File: src/rtl/mode_indicator.sv
// Status LED blink-code generator: each burst blinks (current_mode + 1) times,
// then holds off for a long pause. All timing derives from CLK_FREQ.
module mode_indicator #(
    parameter int unsigned NUM_MODES    = 6,
    parameter int unsigned CLK_FREQ     = 74_250_000,
    parameter int unsigned BLINK_ON_MS  = 150,
    parameter int unsigned BLINK_OFF_MS = 150,
    parameter int unsigned PAUSE_MS     = 1000
) (
    input  logic       clk,
    input  logic       rst_n,
    input  logic [2:0] current_mode,
    input  logic       mode_changed,
    input  logic       enable,
    output logic       led_n,
    output logic       burst_done
);

    localparam int unsigned ON_CYC    = (CLK_FREQ / 1000) * BLINK_ON_MS;
    localparam int unsigned OFF_CYC   = (CLK_FREQ / 1000) * BLINK_OFF_MS;
    localparam int unsigned PAUSE_CYC = (CLK_FREQ / 1000) * PAUSE_MS;
    localparam int unsigned MAX_A     = (ON_CYC > OFF_CYC) ? ON_CYC : OFF_CYC;
    localparam int unsigned MAX_CYC   = (MAX_A > PAUSE_CYC) ? MAX_A : PAUSE_CYC;
    localparam int unsigned TW        = $clog2(MAX_CYC + 1);

    localparam logic [TW-1:0] ON_LAST    = TW'(ON_CYC - 1);
    localparam logic [TW-1:0] OFF_LAST   = TW'(OFF_CYC - 1);
    localparam logic [TW-1:0] PAUSE_LAST = TW'(PAUSE_CYC - 1);
    localparam logic [2:0]    MODE_MAX   = 3'(NUM_MODES - 1);

    typedef enum logic [2:0] {
        IDLE,
        GAP,
        ON,
        OFF,
        PAUSE
    } state_t;

    state_t        state_q, state_d;
    logic [TW-1:0] timer_q, timer_d;
    logic [2:0]    cnt_q, cnt_d;
    logic [2:0]    mode_q, mode_d;
    logic          done_d;
    logic [2:0]    mode_clamped;

    assign mode_clamped = (current_mode > MODE_MAX) ? MODE_MAX : current_mode;

    always_ff @(posedge clk or negedge rst_n) begin
        if (!rst_n) begin
            state_q    <= PAUSE;
            timer_q    <= '0;
            cnt_q      <= '0;
            mode_q     <= '0;
            led_n      <= 1'b1;
            burst_done <= 1'b0;
        end else begin
            state_q    <= state_d;
            timer_q    <= timer_d;
            cnt_q      <= cnt_d;
            mode_q     <= mode_d;
            led_n      <= (state_d != ON);
            burst_done <= done_d;
        end
    end

    // cnt_q counts completed blinks; the burst ends when the blink now
    // finishing brings the total to mode_q + 1.
    always_comb begin
        state_d = state_q;
        timer_d = timer_q + 1'b1;
        cnt_d   = cnt_q;
        mode_d  = mode_q;
        done_d  = 1'b0;

        if (!enable) begin
            state_d = IDLE;
            timer_d = '0;
            cnt_d   = '0;
        end else if (mode_changed && state_q != IDLE) begin
            state_d = GAP;
            timer_d = '0;
            cnt_d   = '0;
            mode_d  = mode_clamped;
        end else begin
            case (state_q)
                IDLE: begin
                    state_d = GAP;
                    timer_d = '0;
                    cnt_d   = '0;
                    mode_d  = mode_clamped;
                end
                GAP, OFF: begin
                    if (timer_q == OFF_LAST) begin
                        state_d = ON;
                        timer_d = '0;
                    end
                end
                ON: begin
                    if (timer_q == ON_LAST) begin
                        timer_d = '0;
                        if (cnt_q == mode_q) begin
                            state_d = PAUSE;
                            done_d  = 1'b1;
                        end else begin
                            state_d = OFF;
                            cnt_d   = cnt_q + 3'd1;
                        end
                    end
                end
                PAUSE: begin
                    if (timer_q == PAUSE_LAST) begin
                        state_d = ON;
                        timer_d = '0;
                        cnt_d   = '0;
                        mode_d  = mode_clamped;
                    end
                end
                default: begin
                    state_d = IDLE;
                    timer_d = '0;
                    cnt_d   = '0;
                end
            endcase
        end
    end

endmodule

File: config.mk
export PLATFORM = sky130hd
export DESIGN_NAME = mode_indicator
export DESIGN_NICKNAME = d
export VERILOG_FILES = /design/src/rtl/mode_indicator.sv
export SDC_FILE = /design/constraint.sdc
export NUM_CORES = 1
export LEC_CHECK = 0
export CORE_MARGIN = 5
export CORE_UTILIZATION = 55
export CTS_CLUSTER_SIZE = 28
export DETAILED_ROUTE_END_ITERATION = 10
export DONT_BUFFER_PORTS = 1
export GPL_ROUTABILITY_DRIVEN = 0
export PLACE_DENSITY = 0.75
export SLEW_MARGIN = 5
export SYNTH_ARGS = -nofsm -noshare
export SYNTH_HDL_FRONTEND = slang
export SYNTH_SLANG_ARGS = --single-unit
File: constraint.sdc
create_clock -name clk -period 2.4 [get_ports clk]
set_input_delay 0.48 -clock clk [delete_from_list [all_inputs] [get_ports clk]]
set_output_delay 0.48 -clock clk [all_outputs]
set_load 0.005 [all_outputs]
Word-level counts from Yosys, hierarchy flattened
Cells that the tools add are included.
{"block": "totals", "ff_bits": 38, "elab_cells": 57, "output_inout_bits": 2, "input_bits": 7}
{"block": "op_classes", "add_sub_neg": 2, "n_mux": 27, "n_reduce_logical": 8, "eq_ne": 13, "order_cmp": 1}
{"operator": "$mux 27", "count": 4}
{"operator": "$pmux 27 s2", "count": 1}
{"operator": "$mux 3", "count": 14}
{"operator": "$add 27x1->27 const B", "count": 1}
{"operator": "$eq 27x24->1 const B", "count": 1}
{"operator": "$eq 27x27->1 const B", "count": 1}
{"operator": "$ne 4x4->1 const B", "count": 3}
{"operator": "$pmux 3 s4", "count": 1}
{"operator": "$pmux 3 s3", "count": 1}
{"operator": "$eq 3x2->1 const B", "count": 2}
{"operator": "$ne 3x3->1 const B", "count": 2}
{"operator": "$pmux 3 s2", "count": 1}
{"operator": "$reduce_bool 3->1", "count": 2}
{"operator": "$mux 1", "count": 5}
{"operator": "$reduce_and 4->1", "count": 1}
{"operator": "$add 3x1->3 const B", "count": 1}
{"operator": "$eq 3x1->1 const B", "count": 1}
{"operator": "$eq 3x3->1", "count": 1}
{"operator": "$eq 3x3->1 const B", "count": 1}
{"operator": "$gt 3x3->1 const B", "count": 1}
{"operator": "$logic_not 3->1", "count": 1}
{"operator": "$ne 3x2->1 const B", "count": 1}
{"operator": "$reduce_and 3->1", "count": 1}
{"operator": "$reduce_or 3->1", "count": 1}
{"operator": "2 further kinds", "count": 2}

Logic depth before layout (Yosys ltp)
Gate-level depths: netlist of run 1.
{"block": "logic_depth", "ltp_word": 7, "depth_mapped": 8, "ltp_nobuf": 6}

Worst setup path after synthesis of run 1
No wires, ideal clock.
{"block": "synth_timing", "kind": "reg2reg", "from": "register timer_q[0]", "to": "register timer_q[18]", "n_path_buf": 2, "setup_ps": 119, "required_time_ps": 2281, "t_arrival_ps": 2093, "slack_ps": 188, "synth_period_minus_slack_ps": 2212, "path_stages_with_launch": 9, "cell_sequence": "dfrtp_1 -> ha_1 -> buf_4 -> or4b_4 -> nor4_4 -> a21oi_2 -> o21ai_4 -> buf_6 -> nor2_1"}
{"block": "synth_via", "elab_chain_len": 5, "word_cells_on_any_way": 8, "cone_classes": "add/sub: 1; eq/ne: 2; mux: 5"}
{"item": "from (decl)", "line": "40", "source": "logic [TW-1:0] timer_q, timer_d;"}
{"item": "from (signal assigned)", "line": "58", "source": "timer_q <= timer_d;"}
{"item": "$add 27x1->27 (tied with other cells)", "line": "70", "source": "timer_d = timer_q + 1'b1;"}
{"item": "$mux 27 (on tied branches)", "line": "111, 93, 99"}
{"item": "$pmux 27 s2 (*)", "line": "85", "source": "case (state_q)"}
{"item": "$mux 27 (*)", "line": "79", "source": "end else if (mode_changed && state_q != IDLE) begin"}
{"item": "$mux 27 (*)", "line": "75", "source": "if (!enable) begin"}
{"item": "named net timer_d[18]", "line": "40"}
The timed path passes the listed nets; every way through them passes the cells marked *.
A chain may end at the register's enable or synchronous reset.

Worst setup path in the final report of run 1
{"block": "layout_timing", "from": "register timer_q[0]", "to": "register cnt_q[1]"}
{"block": "layout_via", "elab_chain_len": 3, "word_cells_on_any_way": 5, "cone_classes": "eq/ne: 4; reduce/logical: 1"}
{"item": "$eq 27x27->1 / $eq 27x24->1 (equally long branches)", "line": "111, 99"}
{"item": "$ne 4x4->1 (no source line)"}
{"item": "$reduce_and 4->1 (no source line) (*)"}
{"item": "to (signal assigned)", "line": "59", "source": "cnt_q <= cnt_d;"}
{"item": "to (decl)", "line": "41", "source": "logic [2:0] cnt_q, cnt_d;"}
Mark *: on every way between the ends. The rest lies on a longest branch, timed or not.

==> results of run 1 <==
-- flip-flops by register name (all words and copies together), names as in the netlist --
signal      cells
mode_q          3
burst_done      1
state_q         3
cnt_q           3
led_n           1
timer_q        27
-- metrics by stage --
| step | hold WS [ns] | util |
|---|---|---|
| floorplan | 0.184 | - |
| CTS | 0.0108 | 0.608 |
| global route | 0.00566 | 0.608 |
| global placement | 0.185 | 0.580 |
| finish | 0.00511 | 0.608 |
| detailed placement | 0.186 | 0.580 |
-- final cells by class --
cell class | instances | share of cell area
sequential | 38 | 0.395
tap | 50 | 0.0259
timing repair buffer | 10 | 0.0414
inverter | 5 | 0.00777
clock buffer | 8 | 0.0373
multi-input combinational | 182 | 0.493
-- per-layer routing --
layer,global-route usage,part of all wire,wire (microns)
met5,0,0,0
met4,0.0664,0.015,73
met3,0.0534,0.043,208
met2,0.313,0.47,2260
met1,0.289,0.47,2260
-- placed cells by master, fill, tap and decap left out, types with 2 or more instances in the layout --
| cell type | n |
|---|---|
| mux2i_1 | 2 |
| nand4b_1 | 2 |
| nor4_1 | 5 |
| xnor2_1 | 15 |
| nand4_1 | 8 |
| dfstp_2 | 2 |
| o31ai_1 | 2 |
| clkbuf_8 | 6 |
| o211ai_1 | 2 |
| ha_1 | 2 |
| and4_1 | 4 |
| dfrtp_1 | 36 |
| nor4_4 | 2 |
| buf_4 | 8 |
| a31oi_1 | 2 |
| inv_1 | 5 |
| xor2_1 | 13 |
| buf_12 | 2 |
| o21a_1 | 2 |
| nand2_1 | 22 |
| nor2_1 | 36 |
| a21oi_1 | 3 |
| o211a_1 | 2 |
| nand3_1 | 15 |
| nor2b_1 | 4 |
| nor3_1 | 7 |
| and3_1 | 5 |
| or4_1 | 4 |
| clkbuf_1 | 2 |
-- synth_stat cells (all sizes together) --
cell type	n	area (sq um)
a211o	1	8.76
a211oi	1	7.51
a21boi	3	26.3
a21oi	4	23.8
a31o	1	8.76
a31oi	2	12.5
a41o	1	10.0
and2	1	6.26
and3	5	31.3
and4	5	43.8
and4bb	1	12.5
buf	4	35.0
clkbuf	7	27.5
dfrtp	36	901
dfstp	2	52.6
ha	2	25.0
inv	5	18.8
mux2i	2	20.0
nand2	22	82.6
nand2b	1	6.26
nand3	15	75.1
nand4	8	50.1
nand4b	2	17.5
nor2	36	135
nor2b	4	25.0
nor3	7	35.0
nor3b	1	7.51
nor4	7	73.8
nor4b	1	8.76
nor4bb	1	10.0
o2111ai	1	8.76
o211a	2	20.0
o211ai	2	15.0
o21a	2	15.0
o21ai	1	16.3
o31ai	3	27.5
o41ai	1	8.76
or2	1	6.26
or4	4	30.0
or4b	3	33.8
xnor2	15	131
xor2	13	114
-- kinds of logic after synthesis --
group / synth area share
xor+xnor: 0.110
fa+ha+maj: 0.0112
mux: 0.00900
simple gates: 0.310
buf+inv: 0.0366
compound gates: 0.0939
flops: 0.429
-- power by group --
| group | internal (mW) | switching, mW | total [mW] |
|---|---|---|---|
| sequential | 0.648 | 0.00819 | 0.656 |
| clock | 0.234 | 0.225 | 0.459 |
| combinational | 0.0248 | 0.0379 | 0.0627 |
| total | 0.907 | 0.271 | 1.18 |
-- repair_timing --
action	in CTS	in global routing
resized for setup	0	1
endpoints found under the hold margin	36	0
setup endpoints to repair	0	1
hold buffers	1	0
-- worst paths after layout --
| kind | start | end | cells after the start |
|---|---|---|---|
| max | timer_q[0] | cnt_q[1] | 6 |
| min | rst_n | timer_q[19] | 1 |
| max reg2reg | timer_q[0] | cnt_q[1] | 6 |
| min reg2reg | timer_q[0] | timer_q[0] | 1 |
| max in group asynchronous | rst_n | cnt_q[1] | 1 |
| min in group clk | enable | mode_q[0] | 1 |
==> results.json, run 1 <==
{
  "ant_nets": 0,
  "areaGrowthSynthToFinish_pct": 8.61,
  "hold_violations": 0,
  "start_util": 0.560,
  "cts_made_buffers": 5,
  "stdcell_count": 293,
  "antenna_cells": 0,
  "synth.avg_cell_area_sq_um": 9.43,
  "root_buffer": "clkbuf_8",
  "cts_max_path_buffers": 2,
  "finalCritPeriodShare": 0.931,
  "dpl_cell_area_sq_mm": 0.00230,
  "total_power_mw": 1.18,
  "grt_pass1_wl_microns": 8470,
  "powerDensity_mw_per_mm2": 487,
  "worstPathArrival_ns": 2.44,
  "tightestPinTransition_ns": 0.395,
  "rows": 23,
  "synth.distinct_cells": 52,
  "drtIter0Drc": 176,
  "ir_worst_vdd_uv": 387,
  "period_minus_slack_ns": 2.24,
  "drcViolationCount": 0,
  "maxCapViolations": 0,
  "cts_sinks": 38,
  "dp_cells": 284,
  "portBuffers": 0,
  "grt_max_degree": 37,
  "path_cells": "ha_1 > or4b_4 > nor4_4 > a21oi_2 > nor3_1 > mux2i_1",
  "cp_slowest_cell": "or4b_4",
  "slowest_delay_ns": 0.48,
  "final.setup.tns_ns": 0,
  "firstDrtPassIters": 4,
  "stdcell_area_sq_mm": 0.00242,
  "rsz0062_at_grt": "no",
  "fillers": 342,
  "syn-instance-count": 236,
  "synth_area_sq_mm": 0.00222,
  "cts_tree": "done",
  "grt_overflow_total": 0,
  "core-area_sq_mm": 0.00397,
  "preCtsSetupSlack_ns": 0.192,
  "drive_gt1_frac": 0.123,
  "ys_ff_latch": 38,
  "regArea_sq_um": 953,
  "clock_skew_ns": 0.00873,
  "viasPerCell": 5.96,
  "setup_ws_ns": 0.165,
  "clock_latency_ns": 0.30,
  "slew_viol_final": 0,
  "yosys_warnings": 0,
  "wl_per_cell_microns": 16.4,
  "dieArea_sq_mm": 0.00542,
  "relSlewSlack": 0.735,
  "seq_area_frac_synth": 0.429,
  "path_clk_slew_ns": 0.08,
  "critPathMaxFanout": 6,
  "fin_nets": 251,
  "fmax_ghz": 0.447,
  "syn_nets": 245,
  "cts_max_level": 2,
  "fp.dieW_microns": 73.6,
  "path_buf_inv": 0,
  "crit_required_ns": 2.61,
  "fp.dieH_microns": 73.6,
  "status": "finished clean",
  "setup_violations": 0,
  "start_kind": "flip-flop",
  "vias": 1745,
  "post_cts_buffers": 0,
  "crit_family": "simple AND/OR/NAND/NOR gates",
  "total_leakage_power_nw": 0.979,
  "crit_type": "reg2reg",
  "wl_microns": 4800,
  "cp-end-kind": "flip-flop",
  "io_pins": 9,
  "dp.final_hpwl_microns": 3370,
  "hp-class": "in2async",
  "grt_usage": 0.207,
  "multi_input_area_sq_mm": 0.00119,
  "antenna_found_initial": 0,
  "reg2reg_slack_ns": 0.16,
  "first_global_vias": 1699
}
Note: power is estimated with default switching activity, not from simulation.
==> run 2: changes to the inputs <==
--- a/config.mk
+++ b/config.mk
@@ -5,6 +5,7 @@
 export SDC_FILE = /design/constraint.sdc
 export NUM_CORES = 1
 export LEC_CHECK = 0
+export ABC_AREA = 1
 export CORE_MARGIN = 5
 export CORE_UTILIZATION = 55
 export CTS_CLUSTER_SIZE = 28
@@ -12,6 +13,7 @@
 export DONT_BUFFER_PORTS = 1
 export GPL_ROUTABILITY_DRIVEN = 0
 export PLACE_DENSITY = 0.75
+export REMOVE_ABC_BUFFERS = 1
 export SLEW_MARGIN = 5
 export SYNTH_ARGS = -nofsm -noshare
 export SYNTH_HDL_FRONTEND = slang
==> run 2 against run 1 <==
  * Utilization rose by 0.40 points
  * Clock power rose by 15%
  * Sequential share of layout area fell by 3.7 points
  * Global-route usage fell by 1.3 points
  * Synthesized area rose by 12%
  * Total power rose by 7.7%
  * Critical path depth rose by 5
  * Count of clock-buffer cells in the layout fell by 1
  * Synthesized cell count rose by 52%
  * Routed wire length rose by 11%
  * Cell count rose by 42%
  * First-iteration DRC count fell by 3.4%
  * Largest cell class unchanged
  * Largest power group unchanged
==> results.json, run 2 <==
{
  "status": "finished clean",
  "core-area_sq_mm": 0.00435,
  "r2r-start": "timer_q[0]",
  "critPathMaxFanout": 15,
  "finish.utilization": 0.612,
  "ys_ff_latch": 38,
  "viasPerCell": 5.29,
  "period_minus_slack_ns": 1.95,
  "areaGrowthSynthToFinish_pct": 7.30,
  "io_pins": 9,
  "hold_violations": 0,
  "fp.dieW_microns": 77.2,
  "clock_latency_ns": 0.29,
  "crit_type": "reg2reg",
  "setup_violations": 0,
  "fmax_ghz": 0.513,
  "yosys-top-cells-area": "dfrtp_1, nand2_1, nor2_1",
  "synth.largest_area_cell": "dfrtp_1",
  "total_leakage_power_nw": 1.15,
  "stdcell_area_sq_mm": 0.00267,
  "synthFlopType": "dfrtp_1",
  "stdcell_count": 417,
  "ir_worst_vdd_uv": 287,
  "start_util": 0.571,
  "crit_required_ns": 2.57,
  "first_global_vias": 2144,
  "final_common_cell": "nand2_1",
  "path_clk_slew_ns": 0.08,
  "portBuffers": 0,
  "synth_common_cells": "nand2_1, nor2_1, inv_1, dfrtp_1, nand3_1",
  "firstDrtPassIters": 4,
  "clock_skew_ns": 0.00935,
  "vias": 2204,
  "dp.final_hpwl_microns": 4050,
  "seq_area_frac_synth": 0.384,
  "rsz0062_at_grt": "no",
  "hp-class": "in2async",
  "grt_pass1_wl_microns": 9540,
  "finalCritPeriodShare": 0.813,
  "rows": 24,
  "cp-end-kind": "flip-flop",
  "ff2ff_path_depth": 11,
  "drcViolationCount": 0,
  "yosys_warnings": 0,
  "cts_max_path_buffers": 2,
  "start_kind": "flip-flop",
  "grt_max_degree": 37,
  "syn-instance-count": 359,
  "wl_microns": 5320,
  "ant_nets": 0,
  "powerDensity_mw_per_mm2": 476,
  "regMostFlops": "timer_q",
  "netlist.area_leader.share": 0.363,
  "dpl_cell_area_sq_mm": 0.00254,
  "fin_nets": 373,
  "synth.distinct_cells": 26,
  "cts_tree": "done",
  "yosysMostFrequentCell": "nand2_1",
  "relSlewSlack": 0.788,
  "worstPathArrival_ns": 2.12,
  "slew_viol_final": 0,
  "root_buffer": "clkbuf_8",
  "cts_made_buffers": 5,
  "antenna_found_initial": 0,
  "grt_overflow_total": 0,
  "wl_per_cell_microns": 12.7,
  "dieArea_sq_mm": 0.00596,
  "final.setup.tns_ns": 0,
  "synth_edf_count": 0,
  "r2r-end": "timer_q[4]",
  "async_reset_ff_frac": 1.00,
  "drive_gt1_frac": 0.115,
  "synth.avg_cell_area_sq_um": 6.92,
  "cts_sinks": 38,
  "cts_max_level": 2,
  "drtIter0Drc": 170,
  "layout_common_cells": "nand2_1, nor2_1, inv_1",
  "dp_cells": 408,
  "antenna_cells": 0,
  "fp.dieH_microns": 77.2,
  "largest_register_ffs": 27,
  "reg2reg_slack_ns": 0.45,
  "tightestPinTransition_ns": 0.318,
  "grt_usage": 0.193,
  "synth_area_sq_mm": 0.00248,
  "post_cts_buffers": 0,
  "maxCapViolations": 0
}
run 2: how the worst max path moves through the flow:
stage,endpoint,from,depth (start not counted),slack [ns]
2_1_floorplan,timer_q[19],timer_q[0],10,0.74
3_3_place_gp,timer_q[4],timer_q[0],11,0.59
3_5_place_dp,timer_q[4],timer_q[0],11,0.50
4_1_cts,timer_q[4],timer_q[0],11,0.48
5_1_grt,timer_q[24],timer_q[0],11,0.26
6_report,timer_q[4],timer_q[0],11,0.45
run 2: kinds of logic (layout without fill, tap and decap cells):
family                     after synthesis  in the layout  synth area share
AOI/OAI and AO/OA                       16             16            0.0363
xor gates and xnor gates                17             17            0.0599
adders and majority gates                2              2            0.0101
buffers and inverters                   50             56            0.0831
DFF                                     38             38             0.384
and+or+nand+nor                        236            236             0.427
run 2: cell type report:
type	instances	area (sq um)
flip-flops and latches	38	953
inverters	45	169
clock inverters	1	30.0
multi-input cells	271	1330
clock buffers	7	76.3
repair buffers	3	47.5
well taps	52	65.1
fillers	419	1690
run 2: timing repair:
item	CTS	global route
hold buffers	1	0
resized for setup	0	0
endpoints found under the hold margin	36	0
setup endpoints to repair	0	0
run 2: power breakdown:
part	switching (mW)	internal [mW]	total [mW]
Clock	0.219	0.311	0.530
Sequential	0.00797	0.650	0.658
Combinational	0.0538	0.0273	0.0811
run 2: routing by layer:
metal | routed length, microns | share of wire | track usage | up-vias
li1 | - | - | - | 1132
met1 | 2630 | 0.50 | 0.271 | 1026
met2 | 2440 | 0.46 | 0.306 | 39
met3 | 188 | 0.035 | 0.0375 | 7
met4 | 51 | 0.0096 | 0.0481 | 0
met5 | 0 | 0 | 0 | -
run 2: through the flow:
step                hold slack [ns]  worst slack [ns]  total power, mW
floorplan                     0.184             0.737            0.719
global placement              0.186             0.594            0.735
detailed placement            0.186             0.500            0.736
CTS                          0.0159             0.476             1.28
global route                0.00551             0.259             1.32
finish                       0.0105             0.449             1.27
run 2: worst max-delay path: stages, from the launching register on:
cell	delay, ns
dfrtp_1	0.37
ha_1	0.21
nand2_1	0.12
nor2_1	0.21
nand3_1	0.10
nor2_1	0.12
nand2_1	0.10
nand2_2	0.11
nand2_1	0.07
nand3_2	0.20
buf_12	0.18
nor2_1	0.05
